$ cat src/rtl/modulation_multiplier_if.sv
// Stream, control and BRAM signals of the modulation multiplier.
// The slave modport is the multiplier side; master is the producer/BRAM side.
interface modulation_multiplier_if #(
    parameter int NumSegment = 2
);
    logic                             segment;
    logic                             stop;
    logic [NumSegment-1:0][14:0]      idx;
    logic [15:0]                      mem_addr;
    logic [7:0]                       mem_data;
    logic                             din_valid;
    logic [7:0]                       intensity_in;
    logic [7:0]                       phase_in;
    logic                             dout_valid;
    logic [7:0]                       intensity_out;
    logic [7:0]                       phase_out;
    logic [7:0]                       mod_out;

    modport slave (
        input  segment, stop, idx, mem_data, din_valid, intensity_in, phase_in,
        output mem_addr, dout_valid, intensity_out, phase_out, mod_out
    );

    modport master (
        output segment, stop, idx, mem_data, din_valid, intensity_in, phase_in,
        input  mem_addr, dout_valid, intensity_out, phase_out, mod_out
    );
endinterface

$ cat src/rtl/modulation_multiplier.sv
// Fetches the active modulation sample from BRAM, latches it once per frame and
// scales the intensity stream by (mod+1)/256 through a fixed 3-stage pipeline.
module modulation_multiplier #(
    parameter int NumTransducers = 249,
    parameter int MemLatency     = 2
) (
    input logic                     clk,
    input logic                     rst_n,
    modulation_multiplier_if.slave  bus
);
    localparam int CntW = $clog2(NumTransducers);

    logic [MemLatency:0] issue_sr;
    logic [7:0]          mod_cur;
    logic [7:0]          mod_frame;
    logic [CntW-1:0]     cnt;
    logic [7:0]          mod_sel;

    logic                v1, v2;
    logic [7:0]          int1, ph1, mod1, ph2, mod2;
    logic [16:0]         prod2;
    logic [8:0]          mod_p1;

    always_ff @(posedge clk or negedge rst_n) begin
        if (!rst_n) begin
            bus.mem_addr <= '0;
        end else if (!bus.stop) begin
            bus.mem_addr <= {bus.segment, bus.idx[bus.segment]};
        end
    end

    // Bit 0 accompanies MEM_ADDR; bit MemLatency lines up with its MEM_DATA.
    always_ff @(posedge clk or negedge rst_n) begin
        if (!rst_n) begin
            issue_sr <= '0;
            mod_cur  <= '0;
        end else begin
            issue_sr <= {issue_sr[MemLatency-1:0], !bus.stop};
            if (issue_sr[MemLatency]) begin
                mod_cur <= bus.mem_data;
            end
        end
    end

    always_comb begin
        mod_sel = mod_frame;
        if (cnt == '0) begin
            mod_sel = mod_cur;
        end
        mod_p1 = {1'b0, mod1} + 9'd1;
    end

    always_ff @(posedge clk or negedge rst_n) begin
        if (!rst_n) begin
            cnt       <= '0;
            mod_frame <= '0;
            v1        <= 1'b0;
            int1      <= '0;
            ph1       <= '0;
            mod1      <= '0;
        end else begin
            v1 <= bus.din_valid;
            if (bus.din_valid) begin
                int1 <= bus.intensity_in;
                ph1  <= bus.phase_in;
                mod1 <= mod_sel;
                if (cnt == '0) begin
                    mod_frame <= mod_cur;
                end
                if (cnt == CntW'(NumTransducers - 1)) begin
                    cnt <= '0;
                end else begin
                    cnt <= cnt + 1'b1;
                end
            end
        end
    end

    always_ff @(posedge clk or negedge rst_n) begin
        if (!rst_n) begin
            v2    <= 1'b0;
            prod2 <= '0;
            ph2   <= '0;
            mod2  <= '0;
        end else begin
            v2    <= v1;
            prod2 <= 17'(int1) * 17'(mod_p1);
            ph2   <= ph1;
            mod2  <= mod1;
        end
    end

    always_ff @(posedge clk or negedge rst_n) begin
        if (!rst_n) begin
            bus.dout_valid    <= 1'b0;
            bus.intensity_out <= '0;
            bus.phase_out     <= '0;
            bus.mod_out       <= '0;
        end else begin
            bus.dout_valid <= v2;
            if (v2) begin
                bus.intensity_out <= 8'(prod2 >> 8);
                bus.phase_out     <= ph2;
                bus.mod_out       <= mod2;
            end
        end
    end
endmodule

$ cat src/flat_wrapper.sv
// flat-port wrapper written by rule: the top's interface ports become plain ports
module modulation_multiplier_flat 
#(
    parameter int NumTransducers = 249,
    parameter int MemLatency     = 2
)
  (clk, rst_n, bus_segment, bus_stop, bus_idx, bus_mem_data, bus_din_valid, bus_intensity_in, bus_phase_in, bus_mem_addr, bus_dout_valid, bus_intensity_out, bus_phase_out, bus_mod_out);
  modulation_multiplier_if #(.NumSegment(2)) bus_i ();
  input logic clk;
  input logic rst_n;
  input wire logic [$bits(bus_i.segment)-1:0] bus_segment;
  input wire logic [$bits(bus_i.stop)-1:0] bus_stop;
  input wire logic [$bits(bus_i.idx)-1:0] bus_idx;
  input wire logic [$bits(bus_i.mem_data)-1:0] bus_mem_data;
  input wire logic [$bits(bus_i.din_valid)-1:0] bus_din_valid;
  input wire logic [$bits(bus_i.intensity_in)-1:0] bus_intensity_in;
  input wire logic [$bits(bus_i.phase_in)-1:0] bus_phase_in;
  output wire logic [$bits(bus_i.mem_addr)-1:0] bus_mem_addr;
  output wire logic [$bits(bus_i.dout_valid)-1:0] bus_dout_valid;
  output wire logic [$bits(bus_i.intensity_out)-1:0] bus_intensity_out;
  output wire logic [$bits(bus_i.phase_out)-1:0] bus_phase_out;
  output wire logic [$bits(bus_i.mod_out)-1:0] bus_mod_out;
  assign bus_i.segment = bus_segment;
  assign bus_i.stop = bus_stop;
  assign bus_i.idx = bus_idx;
  assign bus_i.mem_data = bus_mem_data;
  assign bus_i.din_valid = bus_din_valid;
  assign bus_i.intensity_in = bus_intensity_in;
  assign bus_i.phase_in = bus_phase_in;
  assign bus_mem_addr = bus_i.mem_addr;
  assign bus_dout_valid = bus_i.dout_valid;
  assign bus_intensity_out = bus_i.intensity_out;
  assign bus_phase_out = bus_i.phase_out;
  assign bus_mod_out = bus_i.mod_out;
  modulation_multiplier #(.NumTransducers(NumTransducers), .MemLatency(MemLatency)) u_core (.clk(clk), .rst_n(rst_n), .bus(bus_i));
endmodule
$ cat config.mk
export PLATFORM = sky130hd
export DESIGN_NAME = modulation_multiplier_flat
export DESIGN_NICKNAME = d
export VERILOG_FILES = /design/src/rtl/modulation_multiplier_if.sv /design/src/rtl/modulation_multiplier.sv /design/src/flat_wrapper.sv
export SDC_FILE = /design/constraint.sdc
export NUM_CORES = 1
export LEC_CHECK = 0
export CORE_ASPECT_RATIO = 1.1
export CORE_UTILIZATION = 69
export CTS_CLUSTER_DIAMETER = 120
export DETAILED_ROUTE_END_ITERATION = 16
export DONT_BUFFER_PORTS = 1
export PLACE_DENSITY = 0.85
export SYNTH_ARGS = -nofsm -noshare
export SYNTH_HDL_FRONTEND = slang
export SYNTH_SLANG_ARGS = --single-unit
$ cat constraint.sdc
create_clock -name clk -period 9.82 [get_ports clk]
set_input_delay 1.473 -clock clk [delete_from_list [all_inputs] [get_ports clk]]
set_output_delay 1.473 -clock clk [all_outputs]
set_load 0.02 [all_outputs]
==> results.cfg, run 1 <==
[setup_path]
cp.arrival_ns = 5.90
cp-end-kind = register
rr_endpoint = u_core.prod2[15]
cp.required_ns = 10.12
r2r_start = u_core.mod1[0]
r2r_cells = 18
worstSetupStartpointType = register
ff2ff_setup_slack_ns = 4.22
crit_type = register to register
critical_path.max_fanout = 12

[clock_tree]
cts_resized = 0
root_buffer = clkbuf_8
cts_buffers = 9
clk_transition_reported_paths_ns = 0.11
hold_buffers = 0
clk_latency_ns = 0.38
cts_tree = yes
h-tree-depth = 3
clock-sinks = 110
post_cts.repair.setup_buffers = 0
cts_max_path_buffers = 2

[route]
drt_iter0_drc = 89
ant_nets = 0
avgRoutedWirePerCell_um = 17.2
vias = 3622
drc_errors = 0
viasPerCell = 5.82
firstDrtPassIters = 4
totalWireLength_um = 10700

[logic_synthesis]
dominantRegCellSynth = dfrtp_1
ys_seq_elements = 110
synthArstFlopShare_pct = 100
synth.top_cell.area_share_pct = 44.6
ys_seq_area_share_pct = 44.6
yosysTopAreaCell = dfrtp_1
yosysWarnings = 0
yosysUniqueCellTypes = 40
synth_area_leaders = dfrtp_1 45%, fa_1 13%, mux2_2 10%
synth_common_cells = 110 x dfrtp_1, 57 x mux2_2, 50 x inv_1
syn_avg_cell_area_um2 = 12.2
netlist_area_mm2 = 0.00617
syn_inst = 507
syn_nets = 641
synth_enable_flop_cells = 0
yosysMostFrequentCell = dfrtp_1

[power_and_ir_drop]
power_density_mw_per_mm2 = 139
leakage_nw = 3.24
p_total_mw = 0.895
vdd_drop_max_mv = 0.0955

[floorplan]
initial_utilization_pct = 72.2
fp.dieArea_mm2 = 0.00932
dieWidth_um = 92.1
num_rows = 35
ioPinCount = 100
coreArea_mm2 = 0.00854
die_h_um = 101

[min_path]
min_path_cells = 0
worst_hold_startpoint = u_core.v1
hold_class = register to register
hold_path_end = u_core.v2

[global_route]
grt_max_degree = 111
overflow = 0
grt_pass1_wl_um = 17700
track_usage_pct = 24.7
first_global_vias = 3801
grt_antenna_before_repair = 0

[timing]
max_slew.worst_pin.slew_ns = 1.05
setup_tns_ns = 0
drv_slew = 0
fin_crit_sh_pct = 57.0
fin_skew_ns = 0.00839
slew_headroom_pct = 30.0
fin_hold_ws_ns = 0.357
hold_violations = 0
post-route-min-period_ns = 5.60
rsz0062_at_grt = no
setup_violations = 0
fmax_ghz = 0.179

[final_layout]
syn_to_final_growth_pct = 4.77
layout-drive-gt1-share_pct = 14.9
diodes = 0
final_nets = 640

[placed_design]
io_buffer_count = 0
hpwl_um = 7950
place.gp.congestion = 0.909

[flow_run]
cap_violations = 0

[status]
status = finished clean
critical path, cell delays in order, from the launching register on:
cell	delay [ns]
dfrtp_1	0.50
ha_1	0.28
nand3_1	0.11
nor2_1	0.08
xnor2_1	0.56
nor2b_1	0.15
fa_1	0.55
fa_1	0.44
fa_1	0.56
inv_1	0.06
fa_1	0.54
inv_1	0.05
ha_1	0.34
a21oi_1	0.15
o21ai_0	0.15
a21o_1	0.21
a221o_1	0.37
a221oi_2	0.30
xnor2_1	0.15
area by class of cell:
| cell class | instances | area, um^2 |
|---|---|---|
| multi-input combinational | 335 | 3180 |
| sequential | 110 | 2750 |
| fill | 538 | 2080 |
| inverter | 50 | 188 |
| tap | 111 | 139 |
| clock buffer | 9 | 124 |
| clock inverter | 7 | 77.6 |
metal layers:
| metal | vias to the layer above | GRT usage [%] | routed length [um] | share of wire [%] |
|---|---|---|---|---|
| li1 | 1659 | - | - | - |
| met4 | 0 | 9.01 | 93 | 0.87 |
| met3 | 7 | 5.18 | 563 | 5.3 |
| met1 | 1847 | 30.7 | 4510 | 42 |
| met5 | - | 0 | 0 | 0 |
| met2 | 109 | 43.2 | 5530 | 52 |
cell usage in the layout, fill, tap and decap left out, types with 2 or more instances in the layout:
cell,count
a21o_1,4
a21oi_1,5
a31oi_1,2
and2_1,21
and2b_1,4
and3_1,3
clkbuf_8,9
clkinv_4,2
clkinv_8,2
dfrtp_1,110
fa_1,40
ha_1,35
inv_1,50
inv_8,2
mux2_2,57
mux2i_1,15
nand2_1,27
nand2b_1,8
nand3_1,4
nand4_1,3
nor2_1,9
nor2b_1,35
nor3_1,2
o21ai_0,22
or3_1,2
xnor2_1,13
xor2_1,10
cells by family after synthesis:
family                   count (synthesis)  synth area share (%)
buffers and inverters                   62                  3.79
multiplexers                            72                  12.8
AO/OA/AOI/OAI                           40                  3.94
XOR/XNOR                                23                  3.27
AND/OR/NAND/NOR                        125                  11.4
flip-flops                             110                  44.6
adder cells (fa/ha/maj)                 75                  20.1
how the worst max path moves through the flow:
stage                             to  cells after the start           start  slack (ns)
floorplan           u_core.prod2[15]                     18  u_core.mod1[0]        4.83
global placement    u_core.prod2[15]                     18  u_core.mod1[0]        4.58
detailed placement  u_core.prod2[15]                     18  u_core.mod1[0]        4.30
CTS                 u_core.prod2[15]                     18  u_core.mod1[0]        4.25
global route        u_core.prod2[15]                     18  u_core.mod1[0]        3.96
finish              u_core.prod2[15]                     18  u_core.mod1[0]        4.22
through the flow:
stage	util (%)	setup slack (ns)	instances	area (um^2)
after floorplan	-	4.83	507	6170
after global placement	73.3	4.58	606	6260
after detailed placement	73.3	4.30	606	6260
after CTS	75.6	4.25	622	6460
after global routing	75.6	3.96	622	6460
final	75.6	4.22	622	6460
flip-flops by register name (all words and copies together) (netlist names):
name and cells:
u_core.ph2 8, u_core.v1 1, u_core.bus.dout_valid 1, u_core.cnt 8, u_core.int1 8, u_core.bus.intensity_out 8, u_core.prod2 8, u_core.bus.mem_addr 16
u_core.v2 1, u_core.bus.phase_out 8, u_core.ph1 8, u_core.bus.mod_out 8, u_core.mod1 8, u_core.mod2 8, u_core.issue_sr 3, u_core.mod_cur 8
power by group:
group / switching [mW] / leakage, nW / internal (mW)
logic: 0.0310 / 1.75 / 0.0442
registers: 0.0554 / 1.39 / 0.492
clock network: 0.172 / 0.103 / 0.101
total: 0.258 / 3.24 / 0.637
Note: power is estimated with default switching activity, not from simulation.
==> run 2, diff against run 1 <==
--- a/config.mk
+++ b/config.mk
@@ -5,12 +5,13 @@
 export SDC_FILE = /design/constraint.sdc
 export NUM_CORES = 1
 export LEC_CHECK = 0
+export ABC_AREA = 1
 export CORE_ASPECT_RATIO = 1.1
-export CORE_UTILIZATION = 69
+export CORE_UTILIZATION = 58
 export CTS_CLUSTER_DIAMETER = 120
 export DETAILED_ROUTE_END_ITERATION = 16
 export DONT_BUFFER_PORTS = 1
-export PLACE_DENSITY = 0.85
+export PLACE_DENSITY = 0.76
 export SYNTH_ARGS = -nofsm -noshare
 export SYNTH_HDL_FRONTEND = slang
 export SYNTH_SLANG_ARGS = --single-unit
==> constraint.sdc (replaced) <==
create_clock -name clk -period 4.5 [get_ports clk]
set_input_delay 0.675 -clock clk [delete_from_list [all_inputs] [get_ports clk]]
set_output_delay 0.675 -clock clk [all_outputs]
set_load 0.02 [all_outputs]
==> results.cfg, run 2 <==
[logic_synthesis]
synth.top_cell.area_share_pct = 43.2
synth_area_leaders = dfrtp_1 43%, fa_1 13%, nand2_1 8.2%
yosysMostFrequentCell = nand2_1
yosysWarnings = 0
syn_inst = 689
syn_avg_cell_area_um2 = 9.25
synthArstFlopShare_pct = 100
syn_nets = 823
synth_enable_flop_cells = 0
dominantRegCellSynth = dfrtp_1
ys_seq_area_share_pct = 43.2
yosysTopAreaCell = dfrtp_1
yosysUniqueCellTypes = 35
netlist_area_mm2 = 0.00637
ys_seq_elements = 110
synth_common_cells = 139 x nand2_1, 110 x dfrtp_1, 103 x inv_1

[timing]
setup_tns_ns = 0
slew_headroom_pct = 24.3
setup_violations = 0
post-route-min-period_ns = 4.43
max_slew.worst_pin.slew_ns = 1.14
fin_crit_sh_pct = 98.5
fmax_ghz = 0.226
rsz0062_at_grt = yes
fin_skew_ns = 0.00929
hold_violations = 0
drv_slew = 0

[power_and_ir_drop]
p_total_mw = 5.77
leakage_nw = 3.69
power_density_mw_per_mm2 = 784
vdd_drop_max_mv = 0.538

[route]
vias = 4697
drc_errors = 0
ant_nets = 0
viasPerCell = 5.46
avgRoutedWirePerCell_um = 15.7
drt_iter0_drc = 212
firstDrtPassIters = 5
totalWireLength_um = 13600

[clock_tree]
cts_buffers = 9
clk_transition_reported_paths_ns = 0.07
clk_latency_ns = 0.36
h-tree-depth = 3
root_buffer = clkbuf_16
cts_tree = yes
clock-sinks = 110
cts_max_path_buffers = 2

[placed_design]
place.gp.congestion = 0.853
hpwl_um = 9500
placed_cells_incl_taps = 834
placed_cell_area_mm2 = 0.00660
io_buffer_count = 0

[global_route]
first_global_vias = 4908
grt_antenna_before_repair = 0
overflow = 0
grt_pass1_wl_um = 22100
track_usage_pct = 25.5
grt_max_degree = 84

[setup_path]
cp-end-kind = register
rr_endpoint = u_core.prod2[12]
ff2ff_setup_slack_ns = 0.07
crit_type = register to register
cp-endpoint = u_core.prod2[12]
cp.required_ns = 4.74
r2r_start = u_core.mod1[1]
crit_top_cell = fa_1
r2r_cells = 19
crit_start = u_core.mod1[1]
slowest_stage = fa_1
critical_path.max_stage_delay_ns = 0.56
worstSetupStartpointType = register
cp_cell_sequence = ha_4 > nand2_2 > nor2_4 > buf_6 > xor2_4 > or2_2 > fa_1 > fa_1 > inv_2 > fa_1 > fa_1 > ha_4 > buf_6 > a21oi_4 > o21ai_2 > nand2_1 > nand3_1 > nand2_1 > nand2_1
critical_path.max_fanout = 6
cp.arrival_ns = 4.68

[final_layout]
largest_reg_flops = 16
top_register = u_core.bus.mem_addr
syn_to_final_growth_pct = 15.6
diodes = 0
stdcell_count = 861
mostFrequentLayoutCell = nand2_1
fin_util_pct = 69.8
fin_area_mm2 = 0.00736
layout_common_cells = 126 x nand2_1, 109 x dfrtp_1, 92 x inv_1
nFillCells = 803
layout-drive-gt1-share_pct = 20.1
final_nets = 848

[floorplan]
coreArea_mm2 = 0.0105
ioPinCount = 100
fp.dieArea_mm2 = 0.0114
dieWidth_um = 102
num_rows = 39
initial_utilization_pct = 60.4
die_h_um = 112

[flow_run]
cap_violations = 0

[min_path]
hold_class = input pin to async pin

[status]
status = finished clean
run 2: worst max-delay path: cells and delay by family (launching register included):
kind	cells	cell delay [ns]
adder cells (fa/ha/maj)	6	2.40
AND/OR/NAND/NOR	7	0.73
flip-flops	1	0.43
buffers and inverters	3	0.30
AO/OA/AOI/OAI	2	0.25
XOR/XNOR	1	0.17
run 2: area by class of cell:
class	count	area, um^2	area share [%]
sequential	110	2750	37.4
inverter	105	394	5.35
tap	143	179	2.43
clock buffer	11	233	3.16
multi-input combinational	459	3500	47.5
timing repair buffer	29	273	3.70
clock inverter	4	33.8	0.459
run 2: logic make-up (layout without fill, tap and decap cells):
| family | after synthesis | after routing | synth area share [%] |
|---|---|---|---|
| XOR/XNOR | 8 | 8 | 1.22 |
| flip-flops | 110 | 110 | 43.2 |
| AND/OR/NAND/NOR | 268 | 268 | 17.5 |
| buffers and inverters | 120 | 149 | 7.46 |
| adder cells (fa/ha/maj) | 75 | 75 | 19.4 |
| AO/OA/AOI/OAI | 84 | 84 | 6.93 |
| multiplexers | 24 | 24 | 4.24 |
run 2: worst min path at each step:
| stage | start | endpoint | slack [ns] | cells past startpoint |
|---|---|---|---|---|
| after global placement | u_core.v1 | u_core.v2 | 0.34 | 0 |
| after global routing | rst_n | u_core.cnt[5] | 0.15 | 1 |
| final | rst_n | u_core.mod2[5] | 0.14 | 1 |
| after detailed placement | u_core.issue_sr[0] | u_core.issue_sr[1] | 0.34 | 0 |
| after CTS | rst_n | u_core.v1 | 0.13 | 1 |
| after floorplan | u_core.issue_sr[0] | u_core.issue_sr[1] | 0.33 | 0 |
run 2: timing repair:
action,4_1_cts,5_1_grt
endpoints found under the setup margin,6,8
pin swaps,8,51
gates resized for setup,18,73
hold buffers,2,0
hold endpoints to repair,83,0
buffers inserted,0,10
run 2: power by group:
part	internal (mW)	switching, mW	total (mW)
logic	1.57	1.96	3.53
clock network	0.377	0.362	0.738
registers	1.23	0.271	1.50
run 2: routing by layer:
metal	track usage [%]	vias up	share of wire (%)
li1	-	2198	-
met1	30.5	2323	39
met2	43.6	149	52
met3	5.34	27	5.5
met4	12.1	0	2.8
met5	0	-	0
run 2: stage by stage:
stage / hold WS, ns / worst slack, ns
global placement: 0.335 / -0.0265
finish: 0.142 / 0.0665
global route: 0.146 / -0.112
CTS: 0.134 / -0.00335
detailed placement: 0.336 / -0.184
floorplan: 0.331 / 0.0625
